===== src/rtl/demux_1x2_stream.sv =====
// Registered 1-to-2 stream demultiplexer with a 2-entry FIFO per output channel.
// Define DEMUX_STATS_EN to build the per-channel delivered-word counters cnt0/cnt1.
module demux_1x2_stream #(
    parameter int WIDTH = 8,
    parameter int DEPTH = 2
) (
    input  logic             clk,
    input  logic             rst_n,
    input  logic [WIDTH-1:0] in_data,
    input  logic             in_sel,
    input  logic             in_valid,
    output logic             in_ready,
    output logic [WIDTH-1:0] out0_data,
    output logic             out0_valid,
    input  logic             out0_ready,
    output logic [WIDTH-1:0] out1_data,
    output logic             out1_valid,
    input  logic             out1_ready,
    output logic [15:0]      cnt0,
    output logic [15:0]      cnt1
);

    logic [WIDTH-1:0] mem [2][2];
    logic [1:0]       rd_ptr;
    logic [1:0]       wr_ptr;
    logic [1:0]       count [2];
    logic [1:0]       full;
    logic [1:0]       push;
    logic [1:0]       pop;
    logic [1:0]       out_ready;

    assign out_ready = {out1_ready, out0_ready};

    // Readiness depends only on the addressed channel, so one stalled
    // consumer never blocks words headed for the other channel.
    assign in_ready = !full[in_sel];

    always_comb begin
        full = '0;
        push = '0;
        pop  = '0;
        for (int c = 0; c < 2; c++) begin
            full[c] = (count[c] == 2'(DEPTH));
            push[c] = in_valid && in_ready && (in_sel == 1'(c));
            pop[c]  = (count[c] != 2'd0) && out_ready[c];
        end
    end

    always_ff @(posedge clk or negedge rst_n) begin
        if (!rst_n) begin
            for (int c = 0; c < 2; c++) begin
                mem[c][0] <= '0;
                mem[c][1] <= '0;
                count[c]  <= 2'd0;
            end
            rd_ptr <= '0;
            wr_ptr <= '0;
        end else begin
            for (int c = 0; c < 2; c++) begin
                if (push[c]) begin
                    mem[c][wr_ptr[c]] <= in_data;
                    wr_ptr[c]         <= ~wr_ptr[c];
                end
                if (pop[c]) begin
                    rd_ptr[c] <= ~rd_ptr[c];
                end
                case ({push[c], pop[c]})
                    2'b10:   count[c] <= count[c] + 2'd1;
                    2'b01:   count[c] <= count[c] - 2'd1;
                    default: count[c] <= count[c];
                endcase
            end
        end
    end

    // Heads come straight from FIFO storage; no input-to-output path.
    assign out0_data  = mem[0][rd_ptr[0]];
    assign out1_data  = mem[1][rd_ptr[1]];
    assign out0_valid = (count[0] != 2'd0);
    assign out1_valid = (count[1] != 2'd0);

`ifdef DEMUX_STATS_EN
    always_ff @(posedge clk or negedge rst_n) begin
        if (!rst_n) begin
            cnt0 <= 16'h0000;
            cnt1 <= 16'h0000;
        end else begin
            if (pop[0]) cnt0 <= cnt0 + 16'd1;
            if (pop[1]) cnt1 <= cnt1 + 16'd1;
        end
    end
`else
    assign cnt0 = 16'h0000;
    assign cnt1 = 16'h0000;
`endif

endmodule


===== config.mk =====
export PLATFORM = sky130hd
export DESIGN_NAME = demux_1x2_stream
export DESIGN_NICKNAME = d
export VERILOG_FILES = /design/src/rtl/demux_1x2_stream.sv
export SDC_FILE = /design/constraint.sdc
export NUM_CORES = 1
export LEC_CHECK = 0
export ABC_AREA = 1
export BUFFER_PORTS_ARGS = -buffer_cell sky130_fd_sc_hd__buf_4
export CAP_MARGIN = 0
export CORE_UTILIZATION = 50
export CTS_CLUSTER_DIAMETER = 200
export CTS_CLUSTER_SIZE = 14
export DETAILED_ROUTE_END_ITERATION = 7
export GPL_TIMING_DRIVEN = 0
export PLACE_DENSITY = 0.79
export SETUP_SLACK_MARGIN = 0.3
export SYNTH_ARGS = -nofsm -noshare
export SYNTH_HDL_FRONTEND = slang
export SYNTH_SLANG_ARGS = --single-unit

===== constraint.sdc =====
create_clock -name clk -period 4.76 [get_ports clk]
set_input_delay 1.19 -clock clk [delete_from_list [all_inputs] [get_ports clk]]
set_output_delay 1.19 -clock clk [all_outputs]
set_load 0.02 [all_outputs]

# Word-level counts from Yosys, hierarchy flattened
# Index checks and enable logic that the tools add are counted.
# classes
n_addsub	4
order_cmp	7
eq_ne	6
muxes	16
bitwise	9
n_reduce_logical	12
# ops
operator	n
2-to-1 mux 8 bit	8
bitwise mux 16 bit	2
demux 8 bit (select 1 bit)	2
== test 2 bit, second input constant	4
>= comparator 2 bit, second input constant	4
inverter 1 -> 2 bit	4
one-hot mux 2 bit (2 select lines)	2
nonzero test 2 bit	4
logical AND 1 bit	7
inverter 1 bit	5
adder 2 x 1 -> 2 bit, second input constant	2
== test 2 x 1 -> 1 bit, second input constant	2
less-than comparator 2 x 1 -> 1 bit, second input constant	2
subtractor 2 x 1 -> 2 bit, second input constant	2
less-than comparator 1 x 2 -> 1 bit, second input constant	1
2-to-1 mux 1 bit	2
logical NOT 1 bit	1
# word_totals
ff_bits	40
inputBits	14
out_inout_bits	51
elab_cells	64

# Depth between registers and ports, before layout
# Gate-level depths: netlist of run 1.
# logic_depth
depth_word	8
depth_mapped	9
ltp_nobuf	9

# Worst setup path before layout of run 1
# No wires, ideal clock.
# synth_timing
path_kind	input port to output port
startpoint	input port in_sel
endpoint	output port in_ready
arrival_time_ps	1476
setup_slack_ps	2094
path_stages	3
n_path_buf	0
cell_sequence	nand3_1 nand2_1 inv_1
# synth_via
elab_chain_len	3
# synth_lines
element	line_no	text
from (decl)	10	input logic in_sel,
2-to-1 mux 1 bit (implied by the code) (2 in series)	36	assign in_ready = !full[in_sel];
logical NOT 1 bit	36	
to (decl)	12	output logic in_ready,
# No other way between the ends. The select of a mux whose other input is x is not followed.

# Final worst setup path of run 1
# layout_timing
startpoint	register rd_ptr[1]
endpoint	output port out1_data[7]
# layout_via
elab_chain_len	4
# layout_lines
element	line_no	text
from (decl)	24	logic [1:0] rd_ptr;
from (signal, indexed assignment)	65	rd_ptr[c] <= ~rd_ptr[c];
inverter 1 -> 2 bit (implied by the code)	78	assign out1_data = mem[1][rd_ptr[1]];
2-to-1 mux 8 bit (implied by the code) (3 in series)	78	
to (decl)	16	output logic [WIDTH-1:0] out1_data,
# No other way between the ends. The select of a mux whose other input is x is not followed.

==> metrics.yaml, run 1 <==
final_cycle_utilization_of_the_critical_path_pct: 62.71
die-height_um: 67.11
timing.max_cap.violations: 0
floorplan.core_area_sq_um: 4029
cts_root_buffer: "clkbuf_8"
critPathArrivalTime_ps: 1800
port_buffers: 32
worst_setup_path_start_kind: "flip-flop"
initial_core_util_pct: 52.61
critical_path.endpoint_type: "output port"
io-pin-count: 65
clock_power_share_pct: 18.3
power_uw: 1744
synthesis.area_sq_um: 2120
setup_slack_of_the_worst_register_to_register_path_ps: 2860
pwr-share-comb_pct: 47.9
timing.hold.worst_endpoint: "mem[7]"
initial_antenna_violation_count: 0
ys_warn_count: 0
syn2layout_area_growth_pct: 25.86
switching_share_pct: 41.44
die_area_sq_um: 4504
timing_hold_violations_final: 0
sequential_fraction_of_design_power_pct: 33.8
clock-sinks: 40
antennaDiodeCount: 0
synth.lib_cells_used.distinct: 18
clock_latency_ps: 290
post_cts_resized: 0
place.detailed.instances: 380
fin_tns_setup_ps: 0
worst-setup-path-type: "reg -> out"
wl_per_cell_um: 11.18
grt.overflow.total: 0
placement_rows: 23
cts_tree: "built"
switching_power_uw: 722.8
post_synth.cell_area_avg_sq_um: 7.938
fin_nets: 353
postRouteAntennaNets: 0
hold_class: "reg -> reg"
peakVddDrop_uv: 324.3
max_slew.worst_pin.slew_ps: 505.4
htree_levels: 2
power_leakage_uw: 0.001555
number_of_buffers_inserted_during_clock_tree_synthesis: 5
syn_inst: 267
die_width_um: 67.11
timing.slew.headroom_pct: 66.31
grt_first_pass_wirelength_um: 7279
finalNonFillerCells: 387
flip_flop_and_latch_count_after_synthesis: 40
rsz0062_at_grt: "false"
ctsLongestPathBuffers: 2
setup_violations: 0
vias_per_cell: 4.556
post_detail_place_hpwl_um: 3027
maximum_number_of_pins_on_one_net_before_global_route_repair: 41
via_count_of_the_first_global_routing_pass: 1600
number_of_enable_flip_flop_cells_after_synthesis: 0
power_report.internal_total_uw: 1021
r2r_depth: 9
cts_hold_repair.buffers: 0
run_status: "finished clean"
detail_route.wirelength_um: 4326
fin_skew_ps: 4.115
synth_seq_area_share_pct: 47.23
via_count: 1763
finalMaxSlewViolations: 0
dr.pass1.iters: 4
asyncSetResetFlopFracSynth_pct: 100.0
clk_transition_reported_paths_ps: 70
worst_r2r_startpoint: "count[0]"
min-delay-start: "mem[7]"
maxClockFrequency_mhz: 335.0
track_usage_pct: 22.04
min_period_ps: 2985
first_iter_violations: 90
reg2reg_to: "count[3]"
drive_above_1_share_pct: 24.33
power_per_cell_area_nw_per_um2: 653.8
timing.critical_path.required_ps: 3570
drt_drc_violations_left: 0
timing.critical_path.fanout_max: 9
yosys_most_used_dff: "dfrtp_1"
worstHoldPathCells: 2
finalWeightedCongestion: 0.8018
cts_setup_buffers: 0
routing by layer:
metal  GRT usage (%)  vias up  part of all wire [%]
met5               0        -                     0
met4           5.319        0                  0.90
met3           5.651        7                   7.6
met2           36.63       68                    49
met1           28.60      785                    42
li1                -      903                     -
worst max-delay path, stage by stage (launching register included):
cell and delay [ps]:
dfrtp_1 330, clkbuf_1 380, clkinv_1 420, nand2_1 140, nand2_1 70, buf_4 160
cell families after synthesis:
family | count (synthesis) | synth area share [%]
other cells | 1 | 0.1769
simple gates | 162 | 32.41
flops | 40 | 47.23
xor+xnor | 6 | 2.479
fa+ha+maj | 2 | 1.180
compound gates | 4 | 0.9445
buf+inv | 52 | 15.58
cell usage after synthesis, types with 4 or more instances:
library cell / instances / area (sq um)
buf_4: 32 / 240.2
clkbuf_1: 4 / 15.01
clkinv_1: 4 / 15.01
dfrtp_1: 40 / 1001
inv_1: 9 / 33.78
nand2_1: 121 / 454.2
nand2_2: 4 / 25.02
nand3_1: 33 / 165.2
xor2_1: 4 / 35.03
final cells by class:
class	count	area, sq um
Inverter	14	52.55
Clock inverter	2	60.06
Clock buffer	5	68.82
Tap cell	50	62.56
Buffer	38	277.8
Fill cell	366	1361
Sequential cell	40	1001
Multi-Input combinational cell	206	904.6
Timing Repair Buffer	32	240.2
power by group through the flow:
| stage | sequential [uW] | clock, uW | combinational (uW) |
|---|---|---|---|
| floorplan | 573 | 0 | 564 |
| CTS | 589 | 323 | 839 |
| global placement | 587 | 0 | 816 |
| global route | 609 | 338 | 941 |
| finish | 589 | 319 | 836 |
| detailed placement | 594 | 0 | 836 |
worst max-delay path by stage:
stage / cells after the start / endpoint / startpoint / slack [ps]
detailed placement: 6 / in_ready / in_sel / 1850
global placement: 6 / in_ready / in_sel / 1860
floorplan: 3 / in_ready / in_sel / 2090
finish: 5 / out1_data[7] / rd_ptr[1] / 1770
CTS: 5 / out1_data[2] / rd_ptr[1] / 1800
global route: 5 / out1_data[3] / rd_ptr[1] / 1590
registers in the layout (all words and copies together), names as in the netlist:
name	cells
count	4
rd_ptr	2
mem	32
wr_ptr	2
stage by stage:
step                      hold slack, ps  setup slack (ps)  cell area (sq um)  utilization (%)
after floorplan                    441.7              2094               2236                -
after global placement             453.4              1857               2539            63.01
after detailed placement           458.3              1852               2539            63.01
after CTS                          475.9              1804               2668            66.21
after global routing               496.8              1592               2668            66.21
final                              470.3              1775               2668            66.21
layout by cell type, fill, tap and decap left out, types with 4 or more instances in the layout:
master / count
inv_1: 9
nand3_1: 33
dfrtp_1: 40
clkbuf_1: 4
nand2_2: 4
nand2_1: 121
xor2_1: 4
conb_1: 32
buf_4: 64
clkbuf_8: 5
clkinv_1: 4
Note: power is estimated with default switching activity, not from simulation.
==> run 2: changes to the inputs <==
- ABC_AREA: 1 -> 0
- clock period: 4.76 -> 3.1 ns (I/O delays scaled with it)
==> run 2 against run 1 <==
Register-to-register slack worse by 1400 ps. Wire length down 17%. Die area down 1.3%. Combinational power up 63%. Hold slack worse by 29 ps. Total power up 57%. Critical path type unchanged.
==> metrics.yaml, run 2 <==
syn_inst: 156  # -42%
die_width_um: 66.69  # -0.63%
first_iter_violations: 26  # -71%
critPathArrivalTime_ps: 1680  # -120 ps
grt.overflow.total: 0  # unchanged
via_count_of_the_first_global_routing_pass: 1203  # -25%
drt_drc_violations_left: 0  # unchanged
max_slew.worst_pin.slew_ps: 615.4  # +110.0 ps
detail_route.wirelength_um: 3606  # -17%
die_area_sq_um: 4447  # -1.3%
vias_per_cell: 4.513  # -0.94%
grt_first_pass_wirelength_um: 5878  # -19%
number_of_buffers_inserted_during_clock_tree_synthesis: 5  # unchanged
die-height_um: 66.69  # -0.63%
track_usage_pct: 18.93  # -3.1 points
synth_largest_area_cell: "dfrtp_1"
dr.pass1.iters: 4  # unchanged
asyncSetResetFlopFracSynth_pct: 100.0  # unchanged
placement.setup.worst_slack_ps: 947.1  # -904.5 ps
maximum_number_of_pins_on_one_net_before_global_route_repair: 41  # unchanged
critical_path.endpoint_type: "output port"
io-pin-count: 65  # unchanged
sequential_fraction_of_design_power_pct: 34.9  # +1.1 points
worst_setup_path_start_kind: "flip-flop"
cts_root_buffer: "clkbuf_8"
layout.core_utilization_pct: 65.47  # -0.74 points
switching_power_uw: 974.4  # +35%
cts_hold_repair.buffers: 0  # unchanged
power_report.internal_total_uw: 1757  # +72%
run_status: "finished clean"
finalInstanceArea_sq_um: 2619  # -1.8%
post_detail_place_hpwl_um: 2598  # -14%
drive_above_1_share_pct: 51.98  # +28 points
final_common_cell: "buf_4"
timing_hold_violations_final: 0  # unchanged
synth_area_leaders: "dfrtp_1 (48%), mux2_2 (17%), buf_4 (11%)"
pwr-share-comb_pct: 49.9  # +2.0 points
seqCellArea_sq_um: 1001  # unchanged
placement_rows: 23  # unchanged
port_buffers: 32  # unchanged
final_cycle_utilization_of_the_critical_path_pct: 79.20
peakVddDrop_uv: 558.6  # +72%
via_count: 1250  # -29%
fin_skew_ps: 5.038  # +0.9226 ps
syn2layout_area_growth_pct: 25.18
cts_tree: "built"
timing.max_cap.violations: 0  # unchanged
hold_class: "in -> async"
timing.critical_path.fanout_max: 9  # unchanged
power_leakage_uw: 0.001305  # -16%
clock_latency_ps: 290  # about the same
layout.cells.most_common_list: "buf_4 (64), dfrtp_1 (40), mux2_2 (32), conb_1 (32)"
synth_seq_area_share_pct: 47.85  # +0.62 points
finalMaxSlewViolations: 0  # unchanged
clk_transition_reported_paths_ps: 70  # about the same
flip_flop_and_latch_count_after_synthesis: 40  # unchanged
cts_setup_buffers: 0  # unchanged
post_cts_resized: 0  # unchanged
power_uw: 2732  # +57%
maxClockFrequency_mhz: 407.3
ys_warn_count: 0  # unchanged
antennaDiodeCount: 0  # unchanged
fin_nets: 242  # -31%
htree_levels: 2  # unchanged
worst-setup-path-type: "reg -> out"
timing.slew.headroom_pct: 58.97  # -7.3 points
netlist.area_leader.share_pct: 47.85  # +0.62 points
number_of_enable_flip_flop_cells_after_synthesis: 0  # unchanged
timing.critical_path.required_ps: 2320  # -1250 ps
layout.filler_cells: 317  # -13%
synth_top_cells_by_count: "dfrtp_1 (40), buf_4 (32), mux2_2 (32)"
wl_per_cell_um: 13.02  # +16%
rsz0062_at_grt: "false"
initial_antenna_violation_count: 0  # unchanged
largest_registers: "mem: 32 flops, count: 4 flops"
setup_slack_ps: 644.9  # -1130 ps
switching_share_pct: 35.67  # -5.8 points
clock_power_share_pct: 15.2  # -3.1 points
initial_core_util_pct: 52.30  # -0.31 points
placedInstanceArea_sq_um: 2511  # -1.1%
min_period_ps: 2455
multi_input_comb_area_sq_um: 948.4  # +4.8%
ctsLongestPathBuffers: 2  # unchanged
setup_violations: 0  # unchanged
synth.lib_cells_used.distinct: 24  # +6
yosysMostFrequentCell: "dfrtp_1"
clock-sinks: 40  # unchanged
synthesis.area_sq_um: 2092  # -1.3%
post_synth.cell_area_avg_sq_um: 13.41  # +69%
finalWeightedCongestion: 0.7179  # -10%
yosys_most_used_dff: "dfrtp_1"
floorplan.core_area_sq_um: 4000  # -0.71%
postRouteAntennaNets: 0  # unchanged
fin_tns_setup_ps: 0  # unchanged
largest_register_ffs: 32  # unchanged
register_bank_with_the_most_flops: "mem"
power_per_cell_area_nw_per_um2: 1043  # +60%
[run 2: cell types whose count changed after synthesis, moves of 4 or more]
cell	previous run	this run
nand2_2	4	0
clkinv_1	4	0
xnor2_1	2	6
mux2_1	0	8
inv_1	9	0
nand2_1	121	1
mux2_4	0	8
mux2_2	0	32
nand3_1	33	1
[run 2: metal layers]
metal / global-route usage, % / share of wire, %
met1: 22.93 / 42
met2: 30.30 / 49
met3: 5.822 / 6.4
met4: 9.309 / 2.1
met5: 0 / 0
[run 2: path summary, 6_finish.rpt]
path                                start            to  slack, ps  cells after the start
min in group clk                  mem[28]       mem[28]        490                      1
worst max-delay path            rd_ptr[1]  out1_data[2]        640                      3
worst min register to register    mem[28]       mem[28]        490                      1
worst min-delay path                rst_n      count[2]        440                      1
max in group asynchronous           rst_n       mem[29]       2330                      1
worst max register to register   count[0]      count[1]       1470                      5
[run 2: area by class of cell]
class,count,share of cell area [%]
Buffer,35,9.890
Sequential cell,40,38.22
Clock inverter,2,1.338
Tap cell,50,2.389
Clock buffer,6,2.771
Multi-Input combinational cell,112,36.22
Timing Repair Buffer,32,9.173
[run 2: kinds of logic (layout without fill, tap and decap cells)]
kind of cell | after synthesis | after routing | synth area share (%)
adder cells (fa/ha/maj) | 2 | 2 | 1.196
other | 1 | 32 | 0.1793
buffers and inverters | 35 | 75 | 12.38
multiplexers | 48 | 48 | 27.27
flip-flops | 40 | 40 | 47.85
AO/OA/AOI/OAI | 1 | 1 | 0.2390
XOR/XNOR | 10 | 10 | 4.186
AND/OR/NAND/NOR | 19 | 19 | 6.698
[run 2: power groups by stage]
stage | Sequential, uW | Combinational (uW) | Clock, uW
5_1_grt | 997 | 1480 | 445
2_1_floorplan | 912 | 977 | 0
4_1_cts | 955 | 1380 | 426
3_3_place_gp | 945 | 1340 | 0
3_5_place_dp | 964 | 1370 | 0
6_report | 954 | 1360 | 415
[run 2: stage by stage]
stage               hold WS, ps  std cells
CTS                       454.8        277
global placement          464.1        269
detailed placement        478.3        269
global route              477.5        277
finish                    441.4        277
floorplan                 454.1        187
[run 2: critical path: stages (launching register included)]
cell and delay [ps]:
dfrtp_1 330, clkbuf_1 470, mux2_2 420, buf_4 160
==> run 3: changes to the inputs <==
- clock period: 3.1 -> 2.3 ns (I/O delays scaled with it)
==> run 3 against run 2 <==
Utilization is 0.19 points higher. Global-route usage unchanged. Sequential power increased by 35%. Critical endpoint is now out0_data[2]. Largest power group unchanged. Highest routed layer unchanged.
==> metrics.yaml, run 3 (synthesized netlist as in run 2, its figures left out) <==
run_status: "finished clean"
die_width_um: 66.69  # unchanged
maxClockFrequency_mhz: 511.7
max_slew.worst_pin.slew_ps: 542.5  # -72.91 ps
initial_core_util_pct: 52.30  # unchanged
port_buffers: 32  # unchanged
final_cycle_utilization_of_the_critical_path_pct: 84.97
cts_setup_buffers: 0  # unchanged
finalWeightedCongestion: 0.7179  # unchanged
antennaDiodeCount: 0  # unchanged
r2r_depth: 5  # unchanged
via_count_of_the_first_global_routing_pass: 1206  # +0.25%
grt_first_pass_wirelength_um: 5885  # +0.12%
vias_per_cell: 4.556  # +0.96%
routed-wl-met3_um: 225  # -2.2%
clock_latency_ps: 290  # about the same
first_iter_violations: 25  # -3.8%
clk_transition_reported_paths_ps: 70  # about the same
fin_tns_setup_ps: 0  # unchanged
min_period_ps: 1954
number_of_buffers_inserted_during_clock_tree_synthesis: 5  # unchanged
wl_per_cell_um: 13.10  # +0.61%
reg2reg_to: "count[1]"
placement.setup.worst_slack_ps: 347.1  # -600.0 ps
cpPeakStageDelay_ps: 370  # -100 ps
cts_tree: "built"
critPathArrivalTime_ps: 1380  # -300 ps
cts_hold_repair.buffers: 0  # unchanged
register_bank_with_the_most_flops: "mem"
wl_met1_um: 1531  # +0.79%
finalMaxSlewViolations: 0  # unchanged
worst_setup_path_start_kind: "flip-flop"
rsz0062_at_grt: "false"
clock-sinks: 40  # unchanged
placement_rows: 23  # unchanged
power_per_cell_area_nw_per_um2: 1409  # +35%
dr.pass1.iters: 4  # unchanged
seqCellArea_sq_um: 1001  # unchanged
detail_route.wirelength_um: 3628  # +0.61%
placedInstanceArea_sq_um: 2511  # unchanged
finalInstanceArea_sq_um: 2626  # +0.29%
top_signal_layer_used: "met4"
drt_drc_violations_left: 0  # unchanged
setup_slack_ps: 345.7  # -299.1 ps
crit_chain: "clkbuf_4 -> mux2_2 -> buf_4"
largest_registers: "mem: 32 flops, count: 4 flops"
routed-wl-met2_um: 1796  # +0.84%
grt.overflow.total: 0  # unchanged
post_detail_place_hpwl_um: 2598  # unchanged
floorplan.core_area_sq_um: 4000  # unchanged
syn2layout_area_growth_pct: 25.54
initial_antenna_violation_count: 0  # unchanged
maximum_number_of_pins_on_one_net_before_global_route_repair: 41  # unchanged
via_count: 1262  # +0.96%
timing.critical_path.required_ps: 1730  # -590 ps
setup_slack_of_the_worst_register_to_register_path_ps: 670  # -800 ps
critical_path.endpoint_type: "output port"
timing.slew.headroom_pct: 63.73  # +4.8 points
worst_r2r_startpoint: "count[0]"
multi_input_comb_area_sq_um: 948.4  # unchanged
die-height_um: 66.69  # unchanged
die_area_sq_um: 4447  # unchanged
timing.critical_path.slowest_stage_cell: "mux2_2"
setup_violations: 0  # unchanged
peakVddDrop_uv: 753.0  # +35%
timing_hold_violations_final: 0  # unchanged
ctsLongestPathBuffers: 2  # unchanged
layout.cells.most_common_list: "buf_4 (65), dfrtp_1 (40), mux2_2 (32), conb_1 (32)"
power_leakage_uw: 0.001313  # +0.54%
postRouteAntennaNets: 0  # unchanged
layout.filler_cells: 317  # unchanged
cts_root_buffer: "clkbuf_8"
fin_nets: 242  # unchanged
critical_path.top_delay_family: "buffers and inverters"
critPathBufInv: 2  # unchanged
largest_register_ffs: 32  # unchanged
fin_skew_ps: 5.545  # +0.5072 ps
hold_class: "in -> async"
worst-setup-path-type: "reg -> out"
timing.critical_path.fanout_max: 9  # unchanged
drive_above_1_share_pct: 52.86  # +0.88 points
timing.max_cap.violations: 0  # unchanged
final_common_cell: "buf_4"
htree_levels: 2  # unchanged
track_usage_pct: 18.93  # unchanged
io-pin-count: 65  # unchanged
==> run 3: area by class of cell <==
class                   count  share of cell area [%]
clock buffers               6                   2.763
repair buffers             32                   9.147
plain buffers              35                   10.15
multi-input cells         112                   36.11
flip-flops and latches     40                   38.11
well taps                  50                   2.382
clock inverters             2                   1.334
==> run 3: power by group <==
| group | switching [uW] | internal [uW] | total [uW] |
|---|---|---|---|
| Sequential | 219 | 1070 | 1290 |
| Clock | 236 | 322 | 558 |
| Combinational | 861 | 994 | 1850 |
| Total | 1320 | 2380 | 3700 |
==> run 3: metal layers <==
metal,up-vias,GRT usage [%]
met2,49,30.43
met4,0,9.309
met3,7,5.822
li1,608,-
met1,598,22.82
met5,-,0
==> run 3: worst reg2reg max path: stages, from the launching register on <==
cell	delay, ps
dfrtp_1	440
or2_2	310
and2_1	190
ha_1	320
nor2_1	140
xor2_1	150
==> run 3: worst max path at each step <==
| stage | from | end | slack (ps) | depth (start not counted) |
|---|---|---|---|---|
| 2_1_floorplan | in_sel | mem[16] | 670 | 4 |
| 3_3_place_gp | rd_ptr[0] | out0_data[2] | 370 | 3 |
| 6_report | rd_ptr[0] | out0_data[2] | 350 | 3 |
| 3_5_place_dp | rd_ptr[1] | out1_data[2] | 350 | 3 |
| 5_1_grt | rd_ptr[0] | out0_data[2] | 310 | 3 |
| 4_1_cts | rd_ptr[1] | out1_data[2] | 330 | 3 |
==> run 3: per-stage QoR <==
| stage | power, uW | std cells | utilization [%] | hold slack, ps |
|---|---|---|---|---|
| 3_5_place_dp | 3146 | 269 | 62.78 | 478.3 |
| 4_1_cts | 3733 | 277 | 65.66 | 254.8 |
| 2_1_floorplan | 2546 | 187 | - | 279.4 |
| 6_report | 3700 | 277 | 65.66 | 243.4 |
| 3_3_place_gp | 3083 | 269 | 62.78 | 464.1 |
| 5_1_grt | 3946 | 277 | 65.66 | 277.5 |
==> run 3: what timing repair did <==
action                     in CTS  in global routing
cloned                          0                  0
resized for setup               4                  1
setup endpoints to repair      16                  1
